===== src/rtl/hydra_sram_pkg.sv =====
// Shared defaults for the SRAM-backed queue blocks.
package hydra_sram_pkg;
    localparam int ADDR_W_DEF = 14;
    localparam int DATA_W_DEF = 16;
    localparam int DEPTH_DEF  = 2 ** ADDR_W_DEF;
endpackage


===== src/rtl/sram_fifo_skid.sv =====
// Two-entry output buffer; the head register drives the downstream port directly.
module sram_fifo_skid
    import hydra_sram_pkg::*;
#(
    parameter int DATA_W = DATA_W_DEF
) (
    input  logic              clk,
    input  logic              rst,
    input  logic              wr_valid,
    input  logic [DATA_W-1:0] wr_data,
    input  logic              pop,
    output logic              head_valid,
    output logic [DATA_W-1:0] head_data,
    output logic [1:0]        occupancy
);

    logic              tail_valid;
    logic [DATA_W-1:0] tail_data;

    // The upstream read-issue logic never sends a word unless a slot is free after this cycle's pop.
    always_ff @(posedge clk or posedge rst) begin
        if (rst) begin
            // NOTE: data registers are reset too so out_data reads zero straight out of reset.
            head_valid <= 1'b0;
            head_data  <= '0;
            tail_valid <= 1'b0;
            tail_data  <= '0;
        end else if (pop) begin
            if (tail_valid) begin
                head_data  <= tail_data;
                tail_valid <= wr_valid;
                if (wr_valid) tail_data <= wr_data;
            end else begin
                head_valid <= wr_valid;
                if (wr_valid) head_data <= wr_data;
            end
        end else if (wr_valid) begin
            if (!head_valid) begin
                head_valid <= 1'b1;
                head_data  <= wr_data;
            end else begin
                tail_valid <= 1'b1;
                tail_data  <= wr_data;
            end
        end
    end

    assign occupancy = {1'b0, head_valid} + {1'b0, tail_valid};

endmodule


===== src/rtl/sram_fifo_ctrl.sv =====
// Queue controller using an external single-cycle SRAM as storage, with a
// 2-entry registered output buffer so the queue streams at one word per cycle.
module sram_fifo_ctrl
    import hydra_sram_pkg::*;
#(
    parameter int ADDR_W = ADDR_W_DEF,
    parameter int DATA_W = DATA_W_DEF,
    parameter int DEPTH  = DEPTH_DEF
) (
    input  logic              clk,
    input  logic              rst,
    input  logic              in_valid,
    output logic              in_ready,
    input  logic [DATA_W-1:0] in_data,
    output logic              out_valid,
    input  logic              out_ready,
    output logic [DATA_W-1:0] out_data,
    output logic [ADDR_W:0]   count,
    output logic              full,
    output logic              empty,
    output logic              sram_wr_en,
    output logic [ADDR_W-1:0] sram_wr_addr,
    output logic [DATA_W-1:0] sram_din,
    output logic              sram_rd_en,
    output logic [ADDR_W-1:0] sram_rd_addr,
    input  logic [DATA_W-1:0] sram_dout
);

    localparam logic [ADDR_W-1:0] LAST_ADDR = ADDR_W'(DEPTH - 1);
    localparam logic [ADDR_W:0]   DEPTH_CNT = (ADDR_W + 1)'(DEPTH);

    logic [ADDR_W-1:0] wr_ptr;
    logic [ADDR_W-1:0] rd_ptr;
    logic [ADDR_W:0]   sram_cnt;
    logic              rd_inflight;
    logic [1:0]        buf_cnt;
    logic [2:0]        pending;
    logic              push;
    logic              pop;
    logic              rd_issue;

    function automatic logic [ADDR_W-1:0] next_ptr(input logic [ADDR_W-1:0] ptr);
        return (ptr == LAST_ADDR) ? '0 : ptr + 1'b1;
    endfunction

    assign full     = (sram_cnt == DEPTH_CNT);
    assign in_ready = !full && !rst;
    assign push     = in_valid && in_ready;
    assign pop      = out_valid && out_ready;

    // Words already promised to the buffer; a pop this cycle frees one more slot.
    // sram_cnt excludes this cycle's push, so a word is never read in its write cycle.
    assign pending  = {1'b0, buf_cnt} + {2'b00, rd_inflight};
    assign rd_issue = !rst && (sram_cnt != '0) && (pending < (pop ? 3'd3 : 3'd2));

    assign sram_wr_en   = push;
    assign sram_wr_addr = wr_ptr;
    assign sram_din     = in_data;
    assign sram_rd_en   = rd_issue;
    assign sram_rd_addr = rd_ptr;

    assign count = sram_cnt + (ADDR_W + 1)'(pending);
    assign empty = (count == '0);

    always_ff @(posedge clk or posedge rst) begin
        if (rst) begin
            wr_ptr      <= '0;
            rd_ptr      <= '0;
            sram_cnt    <= '0;
            rd_inflight <= 1'b0;
        end else begin
            // NOTE: non-blocking assignments everywhere here, so every term reads the pre-edge state.
            if (push) wr_ptr <= next_ptr(wr_ptr);
            if (rd_issue) rd_ptr <= next_ptr(rd_ptr);
            sram_cnt    <= sram_cnt + (ADDR_W + 1)'(push) - (ADDR_W + 1)'(rd_issue);
            rd_inflight <= rd_issue;
        end
    end

    sram_fifo_skid #(
        .DATA_W(DATA_W)
    ) u_skid (
        .clk       (clk),
        .rst       (rst),
        .wr_valid  (rd_inflight),
        .wr_data   (sram_dout),
        .pop       (pop),
        .head_valid(out_valid),
        .head_data (out_data),
        .occupancy (buf_cnt)
    );

endmodule

===== config.mk =====
export PLATFORM = sky130hd
export DESIGN_NAME = sram_fifo_ctrl
export DESIGN_NICKNAME = d
export VERILOG_FILES = /design/src/rtl/hydra_sram_pkg.sv /design/src/rtl/sram_fifo_skid.sv /design/src/rtl/sram_fifo_ctrl.sv
export SDC_FILE = /design/constraint.sdc
export NUM_CORES = 1
export LEC_CHECK = 0
export ABC_CLOCK_PERIOD_IN_PS = 3500
export CAP_MARGIN = 20
export CORE_UTILIZATION = 45
export DETAILED_ROUTE_END_ITERATION = 16
export GPL_ROUTABILITY_DRIVEN = 0
export PLACE_DENSITY_LB_ADDON = 0.3
export SLEW_MARGIN = 20
export SYNTH_ARGS = -nofsm -noshare
export SYNTH_HDL_FRONTEND = slang
export SYNTH_SLANG_ARGS = --single-unit

===== constraint.sdc =====
create_clock -name clk -period 3.5 [get_ports clk]
set_input_delay 0.525 -clock clk [delete_from_list [all_inputs] [get_ports clk]]
set_output_delay 0.525 -clock clk [all_outputs]
set_load 0.1 [all_outputs]

# Word-level counts from Yosys, hierarchy flattened

Index checks and enable logic that the tools add are counted.

$add $sub $neg: 7
Multiply operators: 0
Divide/modulo/power cells: 0
Order comparisons: 1
Equal/unequal tests: 7
Shift-type cells: 0
Muxes and demuxes: 19
Bitwise gates (word level): 0
Reductions and logical operators: 16

Operator list:

| kind                                          | number |
|---|---|
| 2-to-1 mux 16 bit                             | 9 |
| adder 14 x 1 -> 14 bit, second input constant | 2 |
| equality test 14 bit, second input constant   | 2 |
| 2-to-1 mux 14 bit                             | 2 |
| adder 15 x 1 -> 15 bit                        | 1 |
| adder 15 x 3 -> 15 bit                        | 1 |
| equality test 15 bit, second input constant   | 1 |
| logical NOT 15 bit                            | 1 |
| nonzero test 15 bit                           | 1 |
| subtractor 15 x 1 -> 15 bit                   | 1 |
| 2-to-1 mux 1 bit                              | 8 |
| != test 2 bit, second input constant          | 3 |
| nonzero test 2 bit                            | 3 |
| logical AND 1 bit                             | 5 |
| AND reduction 2 bit                           | 2 |
| AND reduction 4 bit                           | 1 |
| adder 2 x 1 -> 3 bit                          | 1 |
| less-than comparator 3 x 2 -> 1 bit           | 1 |
| AND reduction 3 bit                           | 1 |
| adder 1 x 1 -> 2 bit                          | 1 |
| logical NOT 1 bit                             | 2 |
| != test 2 x 1 -> 1 bit, second input constant | 1 |

Bits in registers: 78
Bits in latches: 0
Bits in writable memories: 0
Memory bits (read-only): 0
Bits of input ports: 36
Output and inout bits: 81
Word-level logic and storage cells: 58
Memories kept: 0

# Longest topological paths before layout

Depth after elaboration: 6
Depth in mapped cells: 18

# Cells and area by module

Synthesis repeated with hierarchy kept, for this count alone.

Cell total of the unflattened synthesis: 433
Area total of the unflattened synthesis: 4758.3 µm²

Modules (own cells, without submodules):

| module         | times used | cells each | area an instance (µm²) | seq. area each (µm²) |
|---|---|---|---|---|
| sram_fifo_ctrl | 1          | 333        | 3188.1                 | 1101.1 |
| sram_fifo_skid | 1          | 100        | 1570.3                 | 850.8 |

# Least setup slack after synthesis

No wires, ideal clock.

Path type: flip-flop to output port
Start: reg u_skid.head_valid
End: out empty
Arrival: 6.457 ns
Required time: 2.975 ns
Slack: -3.482 ns
Cell stages (with the launch flop): 10
Buffers on the path: 1
Path through: dfrtp_1 > fa_1 > ha_1 > fa_1 > clkbuf_1 > nand2_1 > nor3_1 > xnor2_1 > or2_0 > nor4_1

Cells in the longest elaborated chain, start to end: 4

RTL lines:

| what                   | RTL line             | RTL |
|---|---|---|
| from (decl)            | sram_fifo_skid.sv:12 | `output logic head_valid,` |
| from (signal assigned) | sram_fifo_skid.sv:34 | `head_valid <= wr_valid;` |
| adder 1 x 1 -> 2 bit   | sram_fifo_skid.sv:48 | `assign occupancy = {1'b0, head_valid} + {1'b0, tail_valid};` |
| adder 2 x 1 -> 3 bit   | sram_fifo_ctrl.sv:53 | `assign pending = {1'b0, buf_cnt} + {2'b00, rd_inflight};` |
| adder 15 x 3 -> 15 bit | sram_fifo_ctrl.sv:62 | `assign count = sram_cnt + (ADDR_W + 1)'(pending);` |
| named net count[14]    | sram_fifo_ctrl.sv:18 | `output logic [ADDR_W:0] count,` |
| logical NOT 15 bit     | sram_fifo_ctrl.sv:63 | `assign empty = (count == '0);` |
| to (decl)              | sram_fifo_ctrl.sv:20 | `output logic empty,` |

The timed path passes the listed nets, and every way through them passes these cells.

# Final worst setup path

Start: reg u_skid.head_valid
End: out empty

Cells in the longest elaborated chain, start to end: 4

RTL lines:

| what                   | RTL line |
|---|---|
| adder 1 x 1 -> 2 bit   | sram_fifo_skid.sv:48 |
| adder 2 x 1 -> 3 bit   | sram_fifo_ctrl.sv:53 |
| adder 15 x 3 -> 15 bit | sram_fifo_ctrl.sv:62 |
| logical NOT 15 bit     | sram_fifo_ctrl.sv:63 |

No other way between the ends.

==> reports/metrics.yaml <==
routing:
  route.detailed.vias_per_inst: 5.31
  route.antenna.remaining_nets: 0
  route.vias.total: 3823
  drt_pre_antenna_iters: 6
  drt_initial_violations: 120
  detail_route.drc_violations: 0
  routed_wire_length_per_instance_um: 14.6
  total_wire_length_after_detailed_routing_mm: 10.5
clock_tree:
  maximum_root_to_sink_buffer_count: 2
  numCtsBuffers: 9
  clk_pin_slew_ns: 0.08
  ctsHoldBuffers: 0
  number_of_sinks_handled_by_clock_tree_synthesis: 78
  htree_num_levels: 3
  clk_latency_ns: 0.36
  cts.root.buffer_cell: "sky130_fd_sc_hd__clkbuf_8"
  tritoncts: "yes"
sta:
  final-hold-violation-count: 0
  maxSlewHeadroom_pct: 32.7
  postLayoutSetupSlackWorst_ns: -0.0690
  fmax_mhz: 280
  post-route-period-util_pct: 102
  setup_tns_ns: -0.0690
  slew_limit_fails: 0
  clock-skew-final_ns: 0.0110
  grt_setup_unrepaired: "true"
  final-setup-viol-count: 1
  tightestPinTransition_ns: 1.01
  timing.final.crit_period_ns: 3.57
critical_path:
  critical_path_peak_fanout: 7
  worst-endpoint-required_ns: 2.97
  cell_repeated_most_along_the_worst_path: "sky130_fd_sc_hd__fa_2"
  start_kind: "register"
  slowest_delay_ns: 0.57
  cp-end-kind: "primary output"
  cp_arrival_ns: 3.04
  worst-setup-path-type: "register to primary output"
  critical-path-slowest-cell: "sky130_fd_sc_hd__fa_2"
  combined_buffer_and_inverter_count_along_the_critical_path: 1
  critical_path.cell_chain: "fa_2, ha_4, fa_2, nand3_1, o21a_1, nor4_2, nand4_1, nor4_4, buf_12"
  rrSetupSlack_ns: 0.19
  crit_family: "adder cells"
yosys:
  synth.avg_cell_area_um2: 9.72
  post-synth-top-area-fraction_pct: 41.1
  synth_area_leaders: "sky130_fd_sc_hd__dfrtp_1 41%, sky130_fd_sc_hd__ha_1 9.5%, sky130_fd_sc_hd__xnor2_1 5.5%"
  ys_types: 53
  number_of_synthesized_flops_with_an_enable_pin: 0
  netlist_area_um2: 4750
  yosys_register_bits: 78
  ys_dominant_reg_cell: "sky130_fd_sc_hd__dfrtp_1"
  synthesis_warnings: 0
  post_synth_inst_count: 489
  synthArstFlopShare_pct: 100
  synth_seq_area_share_pct: 41.1
  yosys.area.top_type: "sky130_fd_sc_hd__dfrtp_1"
  net_count_after_synthesis: 564
floorplanning:
  die_x_um: 105
  die_area_um2: 11000
  boundaryPins: 117
  fp-row-count: 37
  fp.coreArea_um2: 10300
  chipHeight_um: 105
  start_util_pct: 46.2
global_route:
  grt_overflow: 0
  grt_usage_pct: 19.7
  grt_first_pass_wirelength_mm: 17.4
  grt_max_degree: 38
  antenna_violations_before_repair: 0
  grt_pass1_vias: 3781
flow_run:
  cap_violations: 0
hold_path:
  worst_hold_path_type: "register to register"
status:
  outcome: "finished with violations"
  violated_checks: "setup timing"
cells_and_area:
  mostFrequentLayoutCell: "sky130_fd_sc_hd__dfrtp_1"
  areaGrowthSynthToFinish_pct: 32.8
  antennaDiodeCount: 0
  final_nets: 654
  layout-drive-gt1-share_pct: 20.5
  most-common-layout-cells: "77 x sky130_fd_sc_hd__dfrtp_1, 64 x sky130_fd_sc_hd__clkdlybuf4s50_1, 45 x sky130_fd_sc_hd__nand2_1, 32 x sky130_fd_sc_hd__ha_1, 30 x sky130_fd_sc_hd__o21ai_0"
place:
  io_buffers: 84
  post_dp_hpwl_mm: 8.07
==> per-layer routing <==
metal | global-route usage (%) | routed length (um) | up-vias
li1 | - | - | 1856
met1 | 24.4 | 4720 | 1872
met2 | 34.2 | 5260 | 79
met3 | 3.68 | 336 | 16
met4 | 6.94 | 175 | 0
met5 | 0 | 0 | -
==> what timing repair did <==
item,4_1_cts,5_1_grt
gates resized for setup,8,5
endpoints found under the setup margin,1,8
pin swaps,9,2
setup buffers,1,1
gates cloned,0,0
==> cell families after synthesis <==
group / Yosys count / synth area share (%)
xor gates and xnor gates: 37 / 6.98
muxes: 32 / 7.16
buffers and inverters: 61 / 6.24
adders and majority gates: 39 / 10.7
AOI/OAI and AO/OA: 85 / 11.6
and+or+nand+nor: 157 / 16.2
DFF: 78 / 41.1
==> path summary, 6_finish.rpt <==
| kind | from | endpoint | cells after the start |
|---|---|---|---|
| min in group asynchronous | rst | sram_wr_addr[10]$_DFFE_PP0N_ | 2 |
| worst min register to register | u_skid.head_data[8]$_DFFE_PP0P_ | u_skid.head_data[8]$_DFFE_PP0P_ | 2 |
| worst max register to register | rd_inflight$_DFF_PP0_ | sram_cnt[10]$_DFF_PP0_ | 14 |
| worst max-delay path | u_skid.head_valid$_DFFE_PP0P_ | empty | 9 |
| max in group asynchronous | rst | u_skid.head_valid$_DFFE_PP0P_ | 3 |
| worst min-delay path | u_skid.head_data[8]$_DFFE_PP0P_ | u_skid.head_data[8]$_DFFE_PP0P_ | 2 |
==> area by class of cell <==
cell class | instances | area, um^2
Fill cell | 870 | 3970
Clock buffer | 10 | 138
Inverter | 35 | 131
Timing Repair Buffer | 105 | 1100
Clock inverter | 6 | 46.3
Tap cell | 136 | 170
Sequential cell | 78 | 1950
Multi-Input combinational cell | 350 | 2770
==> Yosys cell counts (all sizes together), types with 2 or more instances <==
cell type / number
o21ai: 33
a221o: 2
nor2b: 7
mux2: 16
or2: 7
a311oi: 2
o211ai: 2
nand2b: 5
nor2: 27
xnor2: 31
or3: 3
a21boi: 2
o21bai: 3
buf: 20
nand3: 20
a211oi: 4
and3: 6
o21a: 4
nand2: 47
nand4: 10
a21o: 4
dfrtp: 78
a31oi: 3
fa: 3
and2: 2
a2111oi: 2
a21oi: 15
nor4: 6
inv: 35
mux2i: 16
a22o: 2
clkbuf: 6
xor2: 6
nor3: 13
ha: 36
==> sequential cells by signal (all words and copies together) (netlist names) <==
register / flops
sram_rd_addr: 14
u_skid.head_valid: 1
rd_inflight: 1
u_skid.tail_valid: 1
u_skid.head_data: 16
sram_cnt: 15
u_skid.tail_data: 16
sram_wr_addr: 14
==> worst reg2reg max path, cell delays in order (launching register included) <==
cell                       delay (ns)
sky130_fd_sc_hd__dfrtp_1         0.41
sky130_fd_sc_hd__fa_2            0.51
sky130_fd_sc_hd__or3_1           0.39
sky130_fd_sc_hd__a221o_1         0.35
sky130_fd_sc_hd__inv_2           0.09
sky130_fd_sc_hd__ha_4            0.20
sky130_fd_sc_hd__inv_2           0.06
sky130_fd_sc_hd__ha_4            0.13
sky130_fd_sc_hd__inv_2           0.03
sky130_fd_sc_hd__fa_2            0.35
sky130_fd_sc_hd__nor2b_2         0.15
sky130_fd_sc_hd__o221ai_2        0.14
sky130_fd_sc_hd__nand2_2         0.13
sky130_fd_sc_hd__a311oi_2        0.12
sky130_fd_sc_hd__xnor2_1         0.14
==> through the flow <==
stage,hold slack [ns],instances,util (%),area [um^2],worst slack [ns]
final,0.479,720,61.4,6310,-0.0690
after CTS,0.490,719,61.1,6280,-0.150
after detailed placement,0.470,702,58.9,6050,-0.118
after floorplan,0.479,489,-,4970,-0.884
after global placement,0.460,702,58.9,6050,-0.0722
after global routing,0.512,720,61.4,6310,-0.233
Power is left out: the tool's default activity adds up to more than one toggle a clock period on the data nets, which glitch-free logic cannot reach.
